### src/rtl/rc5_pkg.sv
// Shared types and constants for the RC5-16 encryption sequencer.
// Latency: n/a (declarations only).
// Backpressure: n/a.
package rc5_pkg;
  localparam int W   = 16;
  localparam int LGW = 4;

  typedef enum logic [2:0] {
    S_IDLE,
    S_PRE_A,
    S_PRE_B,
    S_HALF_A,
    S_HALF_B,
    S_DONE
  } rc5_state_t;

  // Number of round-key words the key table must hold for a given round count.
  function automatic int key_depth(input int rounds);
    return 2 * rounds + 2;
  endfunction
endpackage

### src/rtl/rotl.sv
// Combinational left-rotate of a W-bit word by n_i modulo W.
// Latency: 0 cycles (pure combinational).
// Backpressure: none.
module rotl #(
  parameter int W   = 16,
  parameter int LGW = 4
) (
  input  logic [W-1:0] data_i,
  input  logic [W-1:0] n_i,
  output logic [W-1:0] data_o
);
  logic [LGW-1:0] w_amt;
  logic [2*W-1:0] w_dbl;
  logic           w_unused_hi;

  // Only the low LGW bits matter: rotating by W (or any multiple) is identity.
  always_comb begin
    w_amt       = n_i[LGW-1:0];
    w_unused_hi = ^n_i[W-1:LGW];
    w_dbl       = {data_i, data_i} << w_amt;
    data_o      = w_dbl[2*W-1:W];
  end
endmodule

### src/rtl/rc5_enc_ctrl.sv
// Iterative RC5-16 encryptor: sequences S[0..2R+1] reads, one shared rotator.
// Latency: accept in cycle 0 -> out_valid_o first high in cycle 2*ROUNDS+3.
// Backpressure: ciphertext held in DONE until out_ready_i; no accept outside IDLE.
module rc5_enc_ctrl
  import rc5_pkg::*;
#(
  parameter int ROUNDS = 12,
  parameter int ADDR_W = 6
) (
  input  logic              clk,
  input  logic              rst,
  input  logic              in_valid_i,
  output logic              in_ready_o,
  input  logic [W-1:0]      a_i,
  input  logic [W-1:0]      b_i,
  output logic [ADDR_W-1:0] skey_addr_o,
  input  logic [W-1:0]      skey_i,
  output logic              out_valid_o,
  input  logic              out_ready_i,
  output logic [W-1:0]      a_o,
  output logic [W-1:0]      b_o,
  output logic              busy_o
);
  localparam int CNT_W = 5;
  localparam logic [CNT_W-1:0] LAST_RND = CNT_W'(ROUNDS);

  rc5_state_t       r_state;
  rc5_state_t       w_next;
  logic [W-1:0]     r_a;
  logic [W-1:0]     r_b;
  logic [CNT_W-1:0] r_i;

  logic [W-1:0]      w_rot_data;
  logic [LGW-1:0]    w_rot_amt;
  logic [W-1:0]      w_rot_n;
  logic [W-1:0]      w_rot_out;
  logic [ADDR_W-1:0] w_addr;
  logic              w_in_rdy;
  logic              w_out_vld;

  // Next-state, key address (one cycle ahead of use) and rotator operand select.
  always_comb begin
    w_next     = r_state;
    w_addr     = '0;
    w_in_rdy   = 1'b0;
    w_out_vld  = 1'b0;
    w_rot_data = '0;
    w_rot_amt  = '0;
    case (r_state)
      S_IDLE: begin
        w_in_rdy = 1'b1;
        if (in_valid_i) w_next = S_PRE_A;
      end
      S_PRE_A: begin
        w_addr = ADDR_W'(1);
        w_next = S_PRE_B;
      end
      S_PRE_B: begin
        w_addr = ADDR_W'(2);
        w_next = S_HALF_A;
      end
      S_HALF_A: begin
        w_rot_data = r_a ^ r_b;
        w_rot_amt  = r_b[LGW-1:0];
        w_addr     = ADDR_W'({r_i, 1'b1});
        w_next     = S_HALF_B;
      end
      S_HALF_B: begin
        w_rot_data = r_b ^ r_a;
        w_rot_amt  = r_a[LGW-1:0];
        if (r_i == LAST_RND) begin
          w_next = S_DONE;
        end else begin
          w_addr = ADDR_W'({r_i, 1'b0}) + ADDR_W'(2);
          w_next = S_HALF_A;
        end
      end
      S_DONE: begin
        w_out_vld = 1'b1;
        if (out_ready_i) w_next = S_IDLE;
      end
      default: w_next = S_IDLE;
    endcase
  end

  assign w_rot_n = {{(W-LGW){1'b0}}, w_rot_amt};

  rotl #(.W(W), .LGW(LGW)) ROTL (
    .data_i (w_rot_data),
    .n_i    (w_rot_n),
    .data_o (w_rot_out)
  );

  // State register and A/B/round datapath; key data arrives for the current state.
  always_ff @(posedge clk) begin
    if (rst) begin
      r_state <= S_IDLE;
      r_a     <= '0;
      r_b     <= '0;
      r_i     <= CNT_W'(1);
    end else begin
      r_state <= w_next;
      case (r_state)
        S_IDLE: begin
          if (in_valid_i) begin
            r_a <= a_i;
            r_b <= b_i;
          end
        end
        S_PRE_A: r_a <= r_a + skey_i;
        S_PRE_B: begin
          r_b <= r_b + skey_i;
          r_i <= CNT_W'(1);
        end
        S_HALF_A: r_a <= w_rot_out + skey_i;
        S_HALF_B: begin
          r_b <= w_rot_out + skey_i;
          if (r_i != LAST_RND) r_i <= r_i + CNT_W'(1);
        end
        default: ;
      endcase
    end
  end

  assign in_ready_o  = w_in_rdy;
  assign out_valid_o = w_out_vld;
  assign skey_addr_o = w_addr;
  assign busy_o      = (r_state != S_IDLE);
  assign a_o         = w_out_vld ? r_a : '0;
  assign b_o         = w_out_vld ? r_b : '0;
endmodule

### config.mk
export PLATFORM = sky130hd
export DESIGN_NAME = rc5_enc_ctrl
export DESIGN_NICKNAME = d
export VERILOG_FILES = /design/src/rtl/rc5_pkg.sv /design/src/rtl/rotl.sv /design/src/rtl/rc5_enc_ctrl.sv
export SDC_FILE = /design/constraint.sdc
export NUM_CORES = 1
export LEC_CHECK = 0
export ABC_AREA = 1
export CAP_MARGIN = 20
export CORE_UTILIZATION = 50
export DETAILED_ROUTE_END_ITERATION = 8
export PLACE_DENSITY = 0.77
export RECOVER_POWER = 100
export SLEW_MARGIN = 10
export SYNTH_ARGS = -nofsm -noshare
export SYNTH_HDL_FRONTEND = slang
export SYNTH_HIERARCHICAL = 1
export SYNTH_SLANG_ARGS = --single-unit
### constraint.sdc
create_clock -name clk -period 3.9 [get_ports clk]
set_clock_uncertainty 0.1 [all_clocks]
set_input_delay 1.17 -clock clk [delete_from_list [all_inputs] [get_ports clk]]
set_output_delay 1.17 -clock clk [all_outputs]
set_load 0.05 [all_outputs]
* After elaboration in Yosys (flattened, before gate mapping)
Cells that the tools add are included.
** Storage, ports and cells
- Register bits :: 40
** Operators by class
- Add/sub/neg operators :: 5
- Equal/unequal tests :: 10
- Mux-type cells :: 18
- Bitwise gates (word level) :: 1
- Shift-type cells :: 1
- Reduce and logical (&&, ||, !) cells :: 10
** Operator list (count)
- $pmux 16 s3 :: 2
- $mux 16 :: 5
- $add 16x16->16 :: 3
- $shl 32x4->32 :: 1
- $pmux 6 s4 :: 1
- $pmux 3 s6 :: 1
- $xor 16x16->16 :: 1
- $pmux 5 s2 :: 1
- $mux 3 :: 3
- $reduce_bool 3->1 :: 3
- $pmux 4 s2 :: 1
- $reduce_and 2->1 :: 4
- $add 6x2->6 const B :: 1
- $eq 3x2->1 const B :: 2
- $eq 3x3->1 const B :: 2
- $mux 6 :: 1
- $ne 2x2->1 const B :: 3
- $add 5x1->5 const B :: 1
- $eq 5x4->1 const B :: 1
- $mux 5 :: 1
- $ne 5x4->1 const B :: 1
- $eq 3x1->1 const B :: 1
- $logic_not 3->1 :: 1
- $mux 1 :: 2
- 2 further kinds :: 2

* Longest topological paths before layout
Gate-level depths: netlist of run 1.
- Word-level depth :: 6
- Mapped depth :: 26
- Depth with buffers taken out :: 24

* By module
The synthesis of run 1 kept the hierarchy.
** By module, submodules not included
- rc5_enc_ctrl :: times used 1, sequential area each 800.8 um2, cells an instance 985, area each 5378.9 um2
- rotl :: times used 1, sequential area each 0.0 um2, cells an instance 176, area each 979.7 um2

* Worst setup path after synthesis of run 1
OpenSTA, ideal clock, no wires.
- Path kind :: register -> output
- From :: register r_state[0]
- To :: output port a_o[0]
- Path slack :: 95 ps
- Cell stages (with the launch flop) :: 8
- Arrival :: 2535 ps
- Buffers on the path :: 1
- Required time :: 2630 ps
- Cells stage by stage :: dfxtp_1 inv_1 nor2_1 inv_1 nor2_1 inv_1 buf_1 nor2_1
** Between the ends
- Word-level cells in the longest chain between the ends :: 3
** RTL lines
- from (decl) :: line rc5_enc_ctrl.sv:27 : rc5_state_t r_state;
- from (signal assigned) :: line rc5_enc_ctrl.sv:102 : r_state <= w_next;
- $eq 3x3->1 :: line rc5_enc_ctrl.sv:49 : case (r_state)
- $mux 1 :: line rc5_enc_ctrl.sv:49
- net out_valid_o :: line rc5_enc_ctrl.sv:18 : output logic out_valid_o,
- $mux 16 :: line rc5_enc_ctrl.sv:129 : assign a_o = w_out_vld ? r_a : '0;
- to (decl) :: line rc5_enc_ctrl.sv:20 : output logic [W-1:0] a_o,
The timed path passes the listed nets, and every way through them passes these cells.

* Worst setup path after layout of run 1
- From :: register r_state[0]
- To :: output port skey_addr_o[0]
** Between the ends
- Word-level cells in the longest chain between the ends :: 2
** RTL lines
- $eq 3x3->1 (tied with other cells) :: line rc5_enc_ctrl.sv:49
- $pmux 6 s4 (*) :: line rc5_enc_ctrl.sv:49
- to (decl) :: line rc5_enc_ctrl.sv:16 : output logic [ADDR_W-1:0] skey_addr_o,
Mark *: on every way between the ends. The rest lies on a longest branch, timed or not.

==> results.txt, run 1 <==
Nets - 1349
worst vdd ir - 0.455 mV
R2R setup slack - 0.31 ns
Cells after Synth - 1160
Root Buffer - clkbuf_16
max_slew headroom - 0.495
ant diodes - 0
clock buffer depth - 2
most frequent cells in the layout - nand2_1 (402), inv_1 (195), nand3_1 (143)
global-route wire length before repair - 35700 µm
# clock sinks - 40
number of H-tree levels - 2
crit-path most repeated cell - inv_1
Crit path largest cell delay - 0.59 ns
Worst-Margin Slew - 0.758 ns
hpwl dp - 18500 µm
Reg-to-Reg Start - r_state[0]$_SDFFE_PP0P_
Clock transition at path regs - 0.07 ns
final hold violation count - 0
Worst Setup SP - r_state[0]$_SDFFE_PP0P_
R2R cell count - 24
hold slack final - 0.403 ns
CP startpoint kind - flip-flop
Initial Utilization - 0.520
CP Capture Type - primary output
DR DRC count - 0
Die Width - 115 µm
ratio of cells with drive above 1 in the final layout - 0.0954
Worst Path Class, Setup - reg2out
CTS Buf Count - 5
Yosys Warn Count - 6
critical path, cell by cell - inv_1 > nor2_1 > inv_1 > nor2_1 > clkbuf_1 > inv_1 > nand2_1 > buf_12
Critical Path Fanout Max - 11
Worst EP arrival - 2.43 ns
power per cell area - 423 nW/µm²
die area - 13200 µm²
Tot GR Track Use - 0.356
TritonCTS clock tree - built
port bufs - 92
DP Area - 7710 µm²
Die Ht - 115 µm
Syn Nets - 1262
# Max-Cap Violations - 0
WL/cell - 16.4 µm
area of the mapped netlist - 6350 µm²
TNS Setup - 0 ns
final setup violation count - 0
Antenna Nets Post-Route - 0
gpl congestion - 0.987
leakage dissipation - 4.11 nW
max-slew violations - 0
Area Growth Syn to Fin - 19.1%
vias in the first global route - 6983
Slowest-stage cell, CP - clkbuf_1
Total Routed Length - 23300 µm
I/O pin cnt - 93
clock insertion delay at the later pin of the skew report - 0.31 ns
Critical Path RT - 2.63 ns
Worst Setup EP - skey_addr_o[0]
Period Utilization, post-route - 0.950
final non-filler cell area - 7570 µm²
Reg-to-Reg End - r_b[8]$_SDFFE_PP0P_
Fillers - 1287
fmax - 270 MHz
synthesized area per cell - 5.48 µm²
commonest non-fill, non-tap cell in the layout - nand2_1
drt first pass iters - 5
initial drt markers - 764
total congestion overflow - 0
run status - finished, final reports clean
core box area - 12200 µm²
Via Count - 7741
CTS Hold Buffers Added - 0
largest net degree at the start of global routing - 31
Cell Rows - 40
Via density - 5.47
Final min period - 3.70 ns
antenna violations before repair - 0
Hold Path Class - reg2reg
Power Total - 3.20 mW
-- repair_timing --
| item | 4_1_cts | 5_1_grt |
|---|---|---|
| setup endpoints to repair | 0 | 20 |
| gates resized for setup | 0 | 16 |
| setup buffers | 0 | 1 |
-- where the power goes --
group	leakage (nW)	total, mW	switching, mW	internal, mW
sequential	0.331	0.643	0.125	0.518
combinational	3.71	2.10	1.41	0.683
clock	0.0691	0.466	0.210	0.256
-- routing by layer --
metal	wire, µm	GRT usage	up-vias	share of wire
met1	9840	0.454	3399	0.42
met4	1300	0.197	0	0.056
li1	-	-	3863	-
met3	1760	0.0464	84	0.075
met2	10400	0.583	395	0.45
met5	0	0	-	0
-- state kept, by name, summed over array words and instances (netlist names) --
signal / count
r_state: 3
r_i: 5
r_b: 16
r_a: 16
-- critical path, delay by kind of cell, from the launching register on --
kind,cells,cell delay [ns]
flip-flops,1,0.44
AND/OR/NAND/NOR,3,0.46
buffers and inverters,5,1.23
-- metrics by stage --
stage	setup slack, ns	util	instances
after floorplan	0.0947	-	1160
after global placement	0.364	0.631	1407
after detailed placement	0.251	0.631	1407
after CTS	0.228	0.644	1415
after global routing	-0.00769	0.620	1416
final	0.197	0.620	1416
-- how the worst min path moves through the flow --
stage,from,to,slack (ns),cells after the start
global route,r_i[1]$_SDFFE_PP0P_,r_i[1]$_SDFFE_PP0P_,0.42,2
CTS,r_i[4]$_SDFFE_PP0P_,r_i[4]$_SDFFE_PP0P_,0.40,2
finish,r_i[1]$_SDFFE_PP0P_,r_i[1]$_SDFFE_PP0P_,0.40,2
detailed placement,r_i[4]$_SDFFE_PP0P_,r_i[4]$_SDFFE_PP0P_,0.39,2
global placement,r_i[4]$_SDFFE_PP0P_,r_i[4]$_SDFFE_PP0P_,0.39,2
floorplan,r_i[4]$_SDFFE_PP0P_,r_i[4]$_SDFFE_PP0P_,0.36,2
-- layout make-up --
class	count	area, µm²	share of cell area
clock buffers	6	139	0.0184
clock inverters	2	15.0	0.00198
inverters	202	772	0.102
multi-input cells	887	4610	0.610
flip-flops and latches	40	801	0.106
well taps	168	210	0.0278
repair buffers	111	1020	0.134
(Power assumes the default switching activity.)
==> run 2: changes to the inputs <==
Settings changed: TNS_END_PERCENT set to 50.
Clock period 3.9 ns to 3.5 ns, I/O delays scaled along.
==> results.txt, run 2 (same netlist as run 1, synthesis figures left out) <==
run status - finished, final reports clean
Via Count - 7815 (+0.96%)
CP startpoint kind - flip-flop
Worst-Margin Slew - 0.624 ns (-0.134 ns)
# Max-Cap Violations - 0 (unchanged)
DP Area - 7880 µm² (+2.2%)
Hold Path Class - reg2reg
Antenna Nets Post-Route - 0 (unchanged)
Crit path largest cell delay - 0.36 ns (-0.23 ns)
vias in the first global route - 7068 (+1.2%)
TritonCTS clock tree - built
worst vdd ir - 0.370 mV (-19%)
Critical Path RT - 3.60 ns (+0.97 ns)
final non-filler cell area - 8220 µm² (+8.6%)
Slowest-stage cell, CP - dfxtp_2
Largest regs - r_a: 16 flops, r_b: 16 flops, r_i: 5 flops
largest net degree at the start of global routing - 34 (+9.7%)
final hold violation count - 0 (unchanged)
Fillers - 1170 (-9.1%)
Area Growth Syn to Fin - 29.4%
total congestion overflow - 0 (unchanged)
ratio of cells with drive above 1 in the final layout - 0.123 (+0.0276)
most frequent cells in the layout - nand2_1 (396), inv_1 (194), nand3_1 (141)
global-route wire length before repair - 36300 µm (+1.7%)
Tot GR Track Use - 0.361 (+0.00543)
ant diodes - 0 (unchanged)
port bufs - 92 (unchanged)
hpwl dp - 18800 µm (+1.4%)
Period Utilization, post-route - 0.961
# clock sinks - 40 (unchanged)
max-slew violations - 0 (unchanged)
Final min period - 3.36 ns
Buf/Inv on CP - 3 (-2)
WL/cell - 16.5 µm (+0.41%)
I/O pin cnt - 93 (unchanged)
CP Capture Type - flip-flop
Cell Rows - 40 (unchanged)
Total Routed Length - 23600 µm (+1.3%)
Die Width - 115 µm (unchanged)
CTS Hold Buffers Added - 0 (unchanged)
DR DRC count - 0 (unchanged)
Worst EP arrival - 3.46 ns (+1.03 ns)
commonest non-fill, non-tap cell in the layout - nand2_1
clock buffer depth - 2 (unchanged)
delay-heaviest family, CP - simple AND/OR/NAND/NOR gates
Root Buffer - clkbuf_16
Die Ht - 115 µm (unchanged)
pre-CTS setup slack - -0.0473 ns (-0.298 ns)
Via density - 5.47 (about the same)
leakage dissipation - 4.33 nW (+5.5%)
drt first pass iters - 8 (+3)
Clock transition at path regs - 0.07 ns (about the same)
Critical Path Fanout Max - 14 (+3)
max_slew headroom - 0.586 (+0.0909)
core box area - 12200 µm² (unchanged)
number of H-tree levels - 2 (unchanged)
clock insertion delay at the later pin of the skew report - 0.31 ns (about the same)
power per cell area - 461 nW/µm² (+8.8%)
die area - 13200 µm² (unchanged)
fmax - 297 MHz
Nets - 1363 (+1.0%)
placed cells - 1418 (+0.78%)
Non-Filler Instances - 1429 (+0.92%)
final setup margin - 0.137 ns (-0.0594 ns)
final setup violation count - 0 (unchanged)
crit-path most repeated cell - nand2_1
antenna violations before repair - 0 (unchanged)
Initial Utilization - 0.520 (unchanged)
critical path, cell by cell - nor2_4 > nand2_4 > nand2_2 > clkinvlp_4 > buf_12 > a21oi_2 > nand2_1 > nand3_2 > nand3_1 > nand2_1 > nand2_1 > nand2_1 > ha_1 > nand2_1 > nand2_1 > a21oi_1 > nand2_2 > nand2_1 > nand3_1 > nand3_1 > nand3_1 > nand2_1 > inv_1
initial drt markers - 687 (-10%)
CTS Buf Count - 5 (unchanged)
gpl congestion - 1.07 (+8.2%)
Worst Path Class, Setup - reg2reg
==> run 2: metrics by stage <==
stage	power, mW	hold slack (ns)	TNS (ns)	util
finish	3.79	0.393	0	0.673
global placement	3.00	0.375	0	0.645
global route	4.06	0.407	-0.127	0.673
CTS	3.68	0.391	0	0.666
detailed placement	3.02	0.386	-0.0804	0.645
floorplan	2.32	0.357	-5.56	-
==> run 2: cell type report <==
| type | instances | area, µm² | share of cell area |
|---|---|---|---|
| clock buffers | 5 | 125 | 0.0152 |
| clock inverters | 2 | 60.1 | 0.00731 |
| inverters | 202 | 772 | 0.0939 |
| multi-input cells | 887 | 4710 | 0.573 |
| flip-flops and latches | 40 | 805 | 0.0979 |
| well taps | 168 | 210 | 0.0256 |
| repair buffers | 125 | 1540 | 0.187 |
==> run 2: path summary, 6_finish.rpt <==
path | from | end | slack [ns] | cells past startpoint
setup / recovery | r_state[0]$_SDFFE_PP0P_ | r_b[14]$_SDFFE_PP0P_ | 0.14 | 23
hold / removal | r_i[4]$_SDFFE_PP0P_ | r_i[4]$_SDFFE_PP0P_ | 0.39 | 2
setup reg to reg | r_state[0]$_SDFFE_PP0P_ | r_b[14]$_SDFFE_PP0P_ | 0.14 | 23
hold reg to reg | r_i[4]$_SDFFE_PP0P_ | r_i[4]$_SDFFE_PP0P_ | 0.39 | 2
==> run 2: per-layer routing <==
metal | global-route usage | share of wire | vias up
met3 | 0.0543 | 0.085 | 84
li1 | - | - | 3883
met5 | 0 | 0 | -
met1 | 0.454 | 0.41 | 3415
met2 | 0.593 | 0.45 | 433
met4 | 0.203 | 0.054 | 0
==> run 2: repair_timing <==
action | 4_1_cts | 5_1_grt
resized for setup | 11 | 29
setup endpoints to repair | 8 | 24
pin swaps | 0 | 1
buffers inserted | 2 | 2
==> run 2: where the power goes <==
| group | leakage, nW | total, mW | internal (mW) | switching [mW] |
|---|---|---|---|---|
| clock network | 0.0899 | 0.625 | 0.406 | 0.219 |
| logic | 3.91 | 2.43 | 0.814 | 1.62 |
| registers | 0.332 | 0.728 | 0.579 | 0.150 |
==> run 2: worst register-to-register path: stages, from the launching register on <==
cell        delay, ns
dfxtp_2          0.36
nor2_4           0.15
nand2_4          0.09
nand2_2          0.09
clkinvlp_4       0.11
buf_12           0.17
a21oi_2          0.23
nand2_1          0.14
nand3_2          0.11
nand3_1          0.08
nand2_1          0.09
nand2_1          0.06
nand2_1          0.14
ha_1             0.31
nand2_1          0.13
nand2_1          0.07
a21oi_1          0.15
nand2_2          0.12
nand2_1          0.15
nand3_1          0.12
nand3_1          0.11
nand3_1          0.07
nand2_1          0.06
inv_1            0.04
